**config.mk**
```make
export PLATFORM = sky130hd
export DESIGN_NAME = bcd_serial_addsub_ctrl
export DESIGN_NICKNAME = d
export VERILOG_FILES = /design/src/rtl/bcd_serial_addsub_ctrl.sv
export SDC_FILE = /design/constraint.sdc
export NUM_CORES = 1
export LEC_CHECK = 0
export ABC_AREA = 1
export BUFFER_PORTS_ARGS = -buffer_cell sky130_fd_sc_hd__buf_2
export CORE_UTILIZATION = 60
export CTS_BUF_LIST = sky130_fd_sc_hd__clkbuf_16
export CTS_CLUSTER_DIAMETER = 50
export DETAILED_ROUTE_END_ITERATION = 10
export PLACE_DENSITY = 0.83
export REMOVE_ABC_BUFFERS = 1
export SYNTH_ARGS = -nofsm -noshare
export SYNTH_HDL_FRONTEND = slang
export SYNTH_SLANG_ARGS = --single-unit
```
**constraint.sdc**
```tcl
create_clock -name clk -period 6.25 [get_ports clk]
set_input_delay 1.25 -clock clk [delete_from_list [all_inputs] [get_ports clk]]
set_output_delay 1.25 -clock clk [all_outputs]
set_load 0.05 [all_outputs]
```
**src/rtl/bcd_serial_addsub_ctrl.sv**
```systemverilog
// Digit-serial BCD adder/subtractor controller.
// One 4-bit add stage with decimal correction, LSD first.
module bcd_serial_addsub_ctrl #(
  parameter int NDIG = 2
) (
  input  logic              clk,
  input  logic              rst_n,
  input  logic              start,
  input  logic              mode,
  input  logic [4*NDIG-1:0] a,
  input  logic [4*NDIG-1:0] b,
  output logic              busy,
  output logic              done,
  output logic [4*NDIG-1:0] result,
  output logic              cout,
  output logic              err
);

  typedef enum logic [1:0] {
    IDLE,
    CALC,
    DONE
  } state_t;

  state_t state_q, state_d;

  logic [4*NDIG-1:0] a_q, b_q;
  logic [4*NDIG-1:0] shadow_q, shadow_d;
  logic              mode_q;
  logic              carry_q, carry_d;
  logic [1:0]        cnt_q;
  logic [3:0]        a_dig, b_dig, bd, dig;
  logic [4:0]        sum;
  logic              bad, last;

  // Select current digit, flag non-BCD operands, run the shared add stage
  always_comb begin
    a_dig    = '0;
    b_dig    = '0;
    bad      = 1'b0;
    shadow_d = shadow_q;
    for (int i = 0; i < NDIG; i++) begin
      if (cnt_q == i[1:0]) begin
        a_dig = a_q[4*i +: 4];
        b_dig = b_q[4*i +: 4];
      end
      if (a_q[4*i +: 4] > 4'd9 || b_q[4*i +: 4] > 4'd9)
        bad = 1'b1;
    end
    bd  = mode_q ? (4'd9 - b_dig) : b_dig;
    sum = {1'b0, a_dig} + {1'b0, bd} + {4'b0, carry_q};
    if (sum > 5'd9) begin
      dig     = sum[3:0] + 4'd6;
      carry_d = 1'b1;
    end else begin
      dig     = sum[3:0];
      carry_d = 1'b0;
    end
    for (int i = 0; i < NDIG; i++) begin
      if (cnt_q == i[1:0])
        shadow_d[4*i +: 4] = dig;
    end
    last = (cnt_q == 2'(NDIG - 1));
  end

  // Next-state logic
  always_comb begin
    state_d = state_q;
    unique case (state_q)
      IDLE:    if (start) state_d = CALC;
      CALC:    if (bad || last) state_d = DONE;
      DONE:    state_d = IDLE;
      default: state_d = IDLE;
    endcase
  end

  // State register
  always_ff @(posedge clk or negedge rst_n) begin
    if (!rst_n) state_q <= IDLE;
    else        state_q <= state_d;
  end

  // Operand latch, digit datapath and result registers
  always_ff @(posedge clk or negedge rst_n) begin
    if (!rst_n) begin
      a_q      <= '0;
      b_q      <= '0;
      mode_q   <= 1'b0;
      carry_q  <= 1'b0;
      cnt_q    <= '0;
      shadow_q <= '0;
      result   <= '0;
      cout     <= 1'b0;
      err      <= 1'b0;
    end else begin
      unique case (state_q)
        IDLE: begin
          if (start) begin
            a_q     <= a;
            b_q     <= b;
            mode_q  <= mode;
            carry_q <= mode;
            cnt_q   <= '0;
          end
        end
        CALC: begin
          carry_q  <= carry_d;
          cnt_q    <= cnt_q + 2'd1;
          shadow_q <= shadow_d;
          if (bad) begin
            result <= '0;
            cout   <= 1'b0;
            err    <= 1'b1;
          end else if (last) begin
            result <= shadow_d;
            cout   <= carry_d;
            err    <= 1'b0;
          end
        end
        default: ;
      endcase
    end
  end

  assign busy = (state_q != IDLE);
  assign done = (state_q == DONE);

endmodule

```
==> results.cfg, run 1 <==
[outcome]
outcome = finished, final reports clean

[synth]
synthCells = 255
syn_area_mm2 = 0.002126
synth_area_per_cell_um2 = 8.336
ys_async_sr_fraction_pct = 100.0
synthTopCellsByCount = nand2_1 (73), dfrtp_1 (40), inv_1 (35), o21ai_0 (25), nand3_1 (22)
ys_types = 28
yosys_warnings = 0
ys_dominant_reg_cell = dfrtp_1
yosys.area.top_type = dfrtp_1
synth.ff_latch_count = 40
synth_area_leaders = dfrtp_1 (47%), nand2_1 (13%), inv_1 (6.2%), o21ai_0 (5.9%), nand3_1 (5.2%)
synth-seq-area-share_pct = 47.09
synth.top_cell.area_share_pct = 47.09
synth_edf_count = 0
yosysMostFrequentCell = nand2_1

[placed_design]
hpwl_um = 3143
port_buffers = 31
dpl.cell_count = 324
gp_congestion = 0.8898
post_dp_cell_area_mm2 = 0.002297

[timing]
maxSlewViolCount = 0
hold_viol_final = 0
fmax_ghz = 0.2666
min_period_ps = 3751
timing.hold.ws_ps = 477.7
slew_headroom_pct = 41.52
fin_crit_sh_pct = 60.01
setup_tns_ps = 0
fin_skew_ps = 3.462
tightest_slew_ps = 877.2
rsz0062_at_grt = no
finalSetupViolations = 0

[drt]
route.vias.total = 1805
drt_iter0_markers = 121
drtAntennaViolNets = 0
drc = 0
wl_per_cell_um = 13.24
drt-total-wl_um = 4396
dr.pass1.iters = 4
via_per_inst = 5.437

[clock_tree]
postCtsSetupBuffers = 0
hold_buffers = 0
clk_pin_slew_ps = 50
cts_buffers = 5
clock_latency_ps = 280
cts_root_buf = clkbuf_16
post_cts_resized = 0
cts_tree = yes
cts.sinks = 40
htreeDepth = 2
clk_path_buf_depth = 2

[floorplanning]
num_rows = 21
chipWidth_um = 61.52
fp.dieArea_mm2 = 0.003785
ioPinCount = 32
start_util_pct = 63.21
design.core.area_mm2 = 0.003363
die_h_um = 61.52

[critical_path]
criticalPathCategory = reg -> reg
path_delay_family = adder cells
endpoint_kind = flop
cpPeakStageDelay_ps = 410
critical_path_required_ps = 6420
cp_cell_sequence = inv_1, ha_1, inv_1, nor2_1, inv_1, o22ai_1, inv_1, ha_1, nand2_1, o21ai_0, ha_1, xor2_2, ha_1, nand2_1, a21boi_2, nand2_4, nand2_4, nand2_2, nand3_2, nand3_1, nand2_1
crit_buf_inv = 4
critical-path-slowest-cell = ha_1
arrival_ps = 3920
critPathLaunchType = flop
crit_fanout = 9

[grt]
overflow = 0
grt_pass1_vias = 1679
grt_antenna_before_repair = 0
track_usage_pct = 26.94
grt_pass1_wl_um = 7189
grt_max_degree = 41

[hold_path]
hold_class = reg -> reg

[finish]
instances_no_fill = 332
fin_area_mm2 = 0.002436
layout-drive-gt1-share_pct = 21.33
antennaDiodeCount = 0
final_nets = 314
synthToLayoutAreaGrowth_pct = 14.60

[run]
maxCapViolations = 0
==> placed cells by master (no fill, tap or decap) <==
| cell type | netlist | final |
|---|---|---|
| inv_1 | 35 | 35 |
| xor2_2 | 1 | 1 |
| a21oi_2 | 1 | 1 |
| ha_1 | 7 | 7 |
| nor3_1 | 1 | 1 |
| nand3_2 | 5 | 5 |
| xnor2_1 | 1 | 1 |
| a21oi_1 | 2 | 2 |
| nand2_2 | 5 | 5 |
| nand2_1 | 73 | 73 |
| o21ai_0 | 25 | 25 |
| o22ai_1 | 6 | 6 |
| nor2_1 | 6 | 6 |
| o211ai_1 | 1 | 1 |
| buf_2 | 2 | 31 |
| nand3_1 | 22 | 22 |
| clkinv_1 | 0 | 1 |
| a22oi_1 | 2 | 2 |
| a211oi_2 | 1 | 1 |
| clkinv_2 | 0 | 2 |
| nand2_4 | 2 | 2 |
| xor2_1 | 1 | 1 |
| a21boi_2 | 1 | 1 |
| dfrtp_1 | 40 | 40 |
| or2_2 | 6 | 6 |
| a22o_2 | 1 | 1 |
| fa_1 | 2 | 2 |
| clkbuf_16 | 0 | 5 |
==> layer usage <==
metal | GRT usage [%] | wire, um
met1 | 32.52 | 1912
met2 | 45.62 | 2191
met3 | 8.613 | 231
met4 | 8.889 | 60
met5 | 0 | 0
==> flip-flops by register name, indices dropped and copies added, names as in the netlist <==
register / flops
err: 1
b_q: 8
shadow_q: 8
carry_q: 1
a_q: 8
mode_q: 1
state_q: 2
cout: 1
cnt_q: 2
result: 8
==> path summary, 6_finish.rpt <==
kind | from | depth (start not counted) | slack (ps) | endpoint
setup / recovery | cnt_q[0]$_DFFE_PN0P_ | 21 | 2500 | shadow_q[6]$_DFFE_PN0P_
hold / removal | err$_DFFE_PN0P_ | 2 | 480 | err$_DFFE_PN0P_
setup reg to reg | cnt_q[0]$_DFFE_PN0P_ | 21 | 2500 | shadow_q[6]$_DFFE_PN0P_
hold reg to reg | err$_DFFE_PN0P_ | 2 | 480 | err$_DFFE_PN0P_
max in group asynchronous | rst_n | 1 | 4620 | b_q[5]$_DFFE_PN0P_
min in group asynchronous | rst_n | 1 | 1080 | result[7]$_DFFE_PN0P_
==> layout make-up <==
class / count / area (um^2)
Timing Repair Buffer: 31 / 155.1
Clock inverter: 3 / 13.76
Multi-Input combinational cell: 172 / 952.2
Inverter: 35 / 131.4
Tap cell: 46 / 57.56
Fill cell: 290 / 927.1
Sequential cell: 40 / 1001
Clock buffer: 5 / 125.1
==> logic make-up after synthesis <==
family | after synthesis | synth area share [%]
compound gates | 40 | 11.18
flops | 40 | 47.09
fa+ha+maj | 9 | 6.003
buf+inv | 43 | 8.122
xor+xnor | 3 | 1.590
simple gates | 120 | 26.02
==> worst register-to-register path: cells and delay by family, from the launching register on <==
kind | cells | cell delay, ps
adder cells (fa/ha/maj) | 4 | 1280
AND/OR/NAND/NOR | 9 | 840
XOR/XNOR | 1 | 220
AO/OA/AOI/OAI | 3 | 460
flip-flops | 1 | 400
buffers and inverters | 4 | 420
==> per-stage QoR <==
step | utilization (%) | setup slack (ps)
after global routing | 72.43 | 2250
after global placement | 68.30 | 2747
final | 72.43 | 2499
after floorplan | - | 3053
after CTS | 72.43 | 2537
after detailed placement | 68.30 | 2545
Power of run 1 is not shown: default switching activity piles up to over one toggle a cycle in this logic, so the estimate is an artifact.
==> run 2: changes to the inputs <==
- CORE_UTILIZATION: 60 -> 51
- PLACE_DENSITY: 0.83 -> 0.75
- clock period: 6.25 -> 3.3 ns (I/O delays scaled with it)
==> run 2 against run 1 <==
- worst hold slack lost 2.7 ps
- global-route usage down 3.9 points
- first-iteration DRC count rose by 24%
- register-to-register slack worse by 2400 ps
==> results.cfg, run 2 (synthesis gave the netlist of run 1 again) <==
[critical_path]
critPathLaunchType = flop
arrival_ps = 3450
reg2reg_slack_ps = 70
criticalPathCategory = reg -> reg
critical_path_required_ps = 3520
crit_fanout = 4
endpoint_kind = flop

[finish]
fillers = 324
layout_common_cells = nand2_1 (73), dfrtp_1 (40), inv_1 (33)
layout-drive-gt1-share_pct = 27.80
final_nets = 323
antennaDiodeCount = 0
layout_commonest_cell = nand2_1
synthToLayoutAreaGrowth_pct = 22.78

[timing]
fmax_ghz = 0.3097
timing.hold.ws_ps = 475.0
min_period_ps = 3229
maxSlewViolCount = 0
fin_skew_ps = 5.148
hold_viol_final = 0
finalSetupViolations = 0
rsz0062_at_grt = yes
fin_crit_sh_pct = 97.84
slew_headroom_pct = 40.30
tightest_slew_ps = 895.5

[drt]
drt-total-wl_um = 4806
wl_per_cell_um = 13.93
dr.pass1.iters = 4
drt_iter0_markers = 150
drtAntennaViolNets = 0
drc = 0
route.vias.total = 1849
via_per_inst = 5.359

[placed_design]
port_buffers = 31
hpwl_um = 3061
gp_congestion = 0.8261

[grt]
grt_antenna_before_repair = 0
overflow = 0
grt_pass1_vias = 1824
grt_max_degree = 41
grt_pass1_wl_um = 7679
track_usage_pct = 23.04

[floorplanning]
num_rows = 23
ioPinCount = 32
fp.dieArea_mm2 = 0.004430
chipWidth_um = 66.56
die_h_um = 66.56
start_util_pct = 53.14
design.core.area_mm2 = 0.004000

[clock_tree]
htreeDepth = 2
clock_latency_ps = 280
clk_path_buf_depth = 2
cts_tree = yes
clk_pin_slew_ps = 60
cts_root_buf = clkbuf_16
cts.sinks = 40
cts_buffers = 5
hold_buffers = 0

[run]
maxCapViolations = 0

[hold_path]
hold_class = reg -> reg

[outcome]
outcome = finished, final reports clean
run 2: cell count changes in the layout (fill, tap and decap cells not counted), sizes merged:
cell	previous run	this run
buf	31	40
clkinv	3	1
bufinv	0	1
inv	35	36
run 2: layout make-up:
class                           count  area, um^2  share of cell area (%)
Tap cell                           50       62.56                   2.397
Multi-Input combinational cell    172        1028                   39.41
Timing Repair Buffer               40       222.7                   8.533
Clock buffer                        5       125.1                   4.794
Inverter                           35       131.4                   5.034
Sequential cell                    40        1001                   38.35
Clock inverter                      3       38.79                   1.486
run 2: path summary, 6_finish.rpt:
kind / startpoint / endpoint / cells after the start
max in group asynchronous: rst_n / a_q[1]$_DFFE_PN0P_ / 1
min in group asynchronous: rst_n / result[3]$_DFFE_PN0P_ / 1
max: cnt_q[0]$_DFFE_PN0P_ / shadow_q[7]$_DFFE_PN0P_ / 19
min: result[2]$_DFFE_PN0P_ / result[2]$_DFFE_PN0P_ / 2
max reg2reg: cnt_q[0]$_DFFE_PN0P_ / shadow_q[7]$_DFFE_PN0P_ / 19
min reg2reg: result[2]$_DFFE_PN0P_ / result[2]$_DFFE_PN0P_ / 2
run 2: worst max-delay path: stages, from the launching register on:
cell	delay, ps
dfrtp_1	400
inv_1	80
ha_2	180
inv_1	50
nor2_2	160
inv_2	90
o22ai_4	160
inv_2	60
ha_1	270
nand2_1	70
o21ai_1	70
ha_1	350
buf_4	170
nand2_1	60
nor2_1	70
a211oi_4	390
nand3_1	230
nand3_1	160
nand3_1	80
nand2_1	70
run 2: metal layers:
layer	up-vias	share of wire, %	global-route usage (%)
li1	890	-	-
met1	893	41	27.87
met2	53	52	40.66
met3	13	4.5	4.110
met4	0	2.3	7.979
met5	-	0	0
run 2: per-stage QoR:
step                instances  setup slack (ps)  TNS, ps  util, %  area (um^2)
floorplan                 247             103.0        0        -         2085
global placement          334             152.8        0    58.68         2347
CTS                       342             40.98        0    62.78         2511
global route              345            -119.5    -1002    65.25         2610
detailed placement        334             66.18        0    58.68         2347
finish                    345             71.42        0    65.25         2610
run 2: what timing repair did:
action	CTS	global route
buffers inserted	0	3
resized for setup	0	19
endpoints found under the setup margin	0	14
Power of run 2 is left out for the same reason.
==> run 3: changes to the inputs <==
- PLACE_DENSITY: 0.75 -> 0.83
==> run 3 against run 2 <==
- maximum frequency rose by 2.0%
- worst hold slack worse by 2.5 ps
- die area did not move
- critical path depth fell by 2
- register-to-register slack gained 60 ps
- via count shrank 1.7%
- setup slack better by 62 ps
- core utilization grew 1.0 points
- sequential cell count unchanged
- highest routed layer unchanged
==> results.cfg, run 3 (synthesis gave the netlist of run 1 again) <==
[critical_path]
criticalPathCategory = reg -> reg
endpoint_kind = flop
reg2reg_depth = 17
cpPeakStageDelay_ps = 620
critPathLaunchType = flop
critical_path_required_ps = 3470
crit_fanout = 5
critical-path-slowest-cell = fa_2
arrival_ps = 3340
cp_cell_sequence = inv_1, ha_2, inv_1, nor2_4, a22oi_1, xor2_1, fa_2, fa_2, ha_2, nand2_1, a21boi_2, nand2_4, nand2_8, nand2_4, nand3_2, nand3_1, nand2_1

[finish]
synthToLayoutAreaGrowth_pct = 24.72
antennaDiodeCount = 0
layout_commonest_cell = nand2_1
final_nets = 325
layout_common_cells = nand2_1 (73), dfrtp_1 (40), inv_1 (34)
layout-drive-gt1-share_pct = 28.96

[clock_tree]
clock_latency_ps = 290
cts_root_buf = clkbuf_16
cts.sinks = 40
hold_buffers = 0
cts_buffers = 5
clk_path_buf_depth = 2
htreeDepth = 2
clk_pin_slew_ps = 60
cts_tree = yes

[grt]
overflow = 0
grt_max_degree = 41
grt_pass1_vias = 1821
track_usage_pct = 23.39
grt_antenna_before_repair = 0
grt_pass1_wl_um = 7672

[drt]
dr.pass1.iters = 4
drtAntennaViolNets = 0
via_per_inst = 5.236
wl_per_cell_um = 13.95
drt-total-wl_um = 4840
drt_iter0_markers = 129
drc = 0
route.vias.total = 1817

[timing]
fmax_ghz = 0.3158
rsz0062_at_grt = no
hold_viol_final = 0
slew_headroom_pct = 42.02
fin_crit_sh_pct = 95.96
finalSetupViolations = 0
tightest_slew_ps = 869.7
setup_tns_ps = 0
maxSlewViolCount = 0
min_period_ps = 3167
fin_skew_ps = 5.738

[placed_design]
gp_congestion = 0.8190
port_buffers = 31
hpwl_um = 3142

[run]
maxCapViolations = 0

[floorplanning]
die_h_um = 66.56
design.core.area_mm2 = 0.004000
start_util_pct = 53.14
num_rows = 23
chipWidth_um = 66.56
fp.dieArea_mm2 = 0.004430
ioPinCount = 32

[hold_path]
min_path_cells = 2
hold_class = reg -> reg

[outcome]
outcome = finished, final reports clean
-- run 3: final timing paths --
check,start,end,slack [ps]
worst min register to register,shadow_q[5]$_DFFE_PN0P_,shadow_q[5]$_DFFE_PN0P_,470
worst max-delay path,cnt_q[0]$_DFFE_PN0P_,shadow_q[1]$_DFFE_PN0P_,130
worst min-delay path,shadow_q[5]$_DFFE_PN0P_,shadow_q[5]$_DFFE_PN0P_,470
min in group asynchronous,rst_n,cout$_DFFE_PN0P_,480
worst max register to register,cnt_q[0]$_DFFE_PN0P_,shadow_q[1]$_DFFE_PN0P_,130
max in group asynchronous,rst_n,shadow_q[5]$_DFFE_PN0P_,2270
-- run 3: layout make-up --
type | instances | area (um^2)
fill | 308 | 1349
multi-input combinational | 172 | 1042
sequential | 40 | 1001
timing repair buffer | 42 | 250.2
inverter | 35 | 131.4
clock buffer | 5 | 125.1
tap | 50 | 62.56
clock inverter | 3 | 38.79
-- run 3: per-stage QoR --
stage	instances	hold WS (ps)	setup WS, ps	instance area [um^2]	utilization (%)
global route	347	490.8	6.909	2651	66.28
CTS	342	472.9	35.92	2511	62.78
finish	347	472.5	133.3	2651	66.28
detailed placement	334	458.6	72.70	2347	58.68
global placement	334	453.6	145.6	2347	58.68
floorplan	247	364.4	103.0	2085	-
-- run 3: timing repair --
action                     CTS  global route
hold endpoints to repair     0             0
setup buffers                0             5
setup endpoints to repair    0            14
resized for setup            0            20
-- run 3: layer usage --
metal  GRT usage [%]  share of wire, %
met5               0                 0
met4           13.83               3.3
met3           5.822               4.7
met2           37.12                49
met1           28.49                43
-- run 3: worst max-delay path: cells and delay by family, from the launching register on --
family | cells | cell delay (ps)
AO/OA/AOI/OAI | 2 | 250
buffers and inverters | 2 | 130
adder cells (fa/ha/maj) | 4 | 1380
XOR/XNOR | 1 | 160
AND/OR/NAND/NOR | 8 | 720
flip-flops | 1 | 400
Power of run 3 is left out for the same reason.
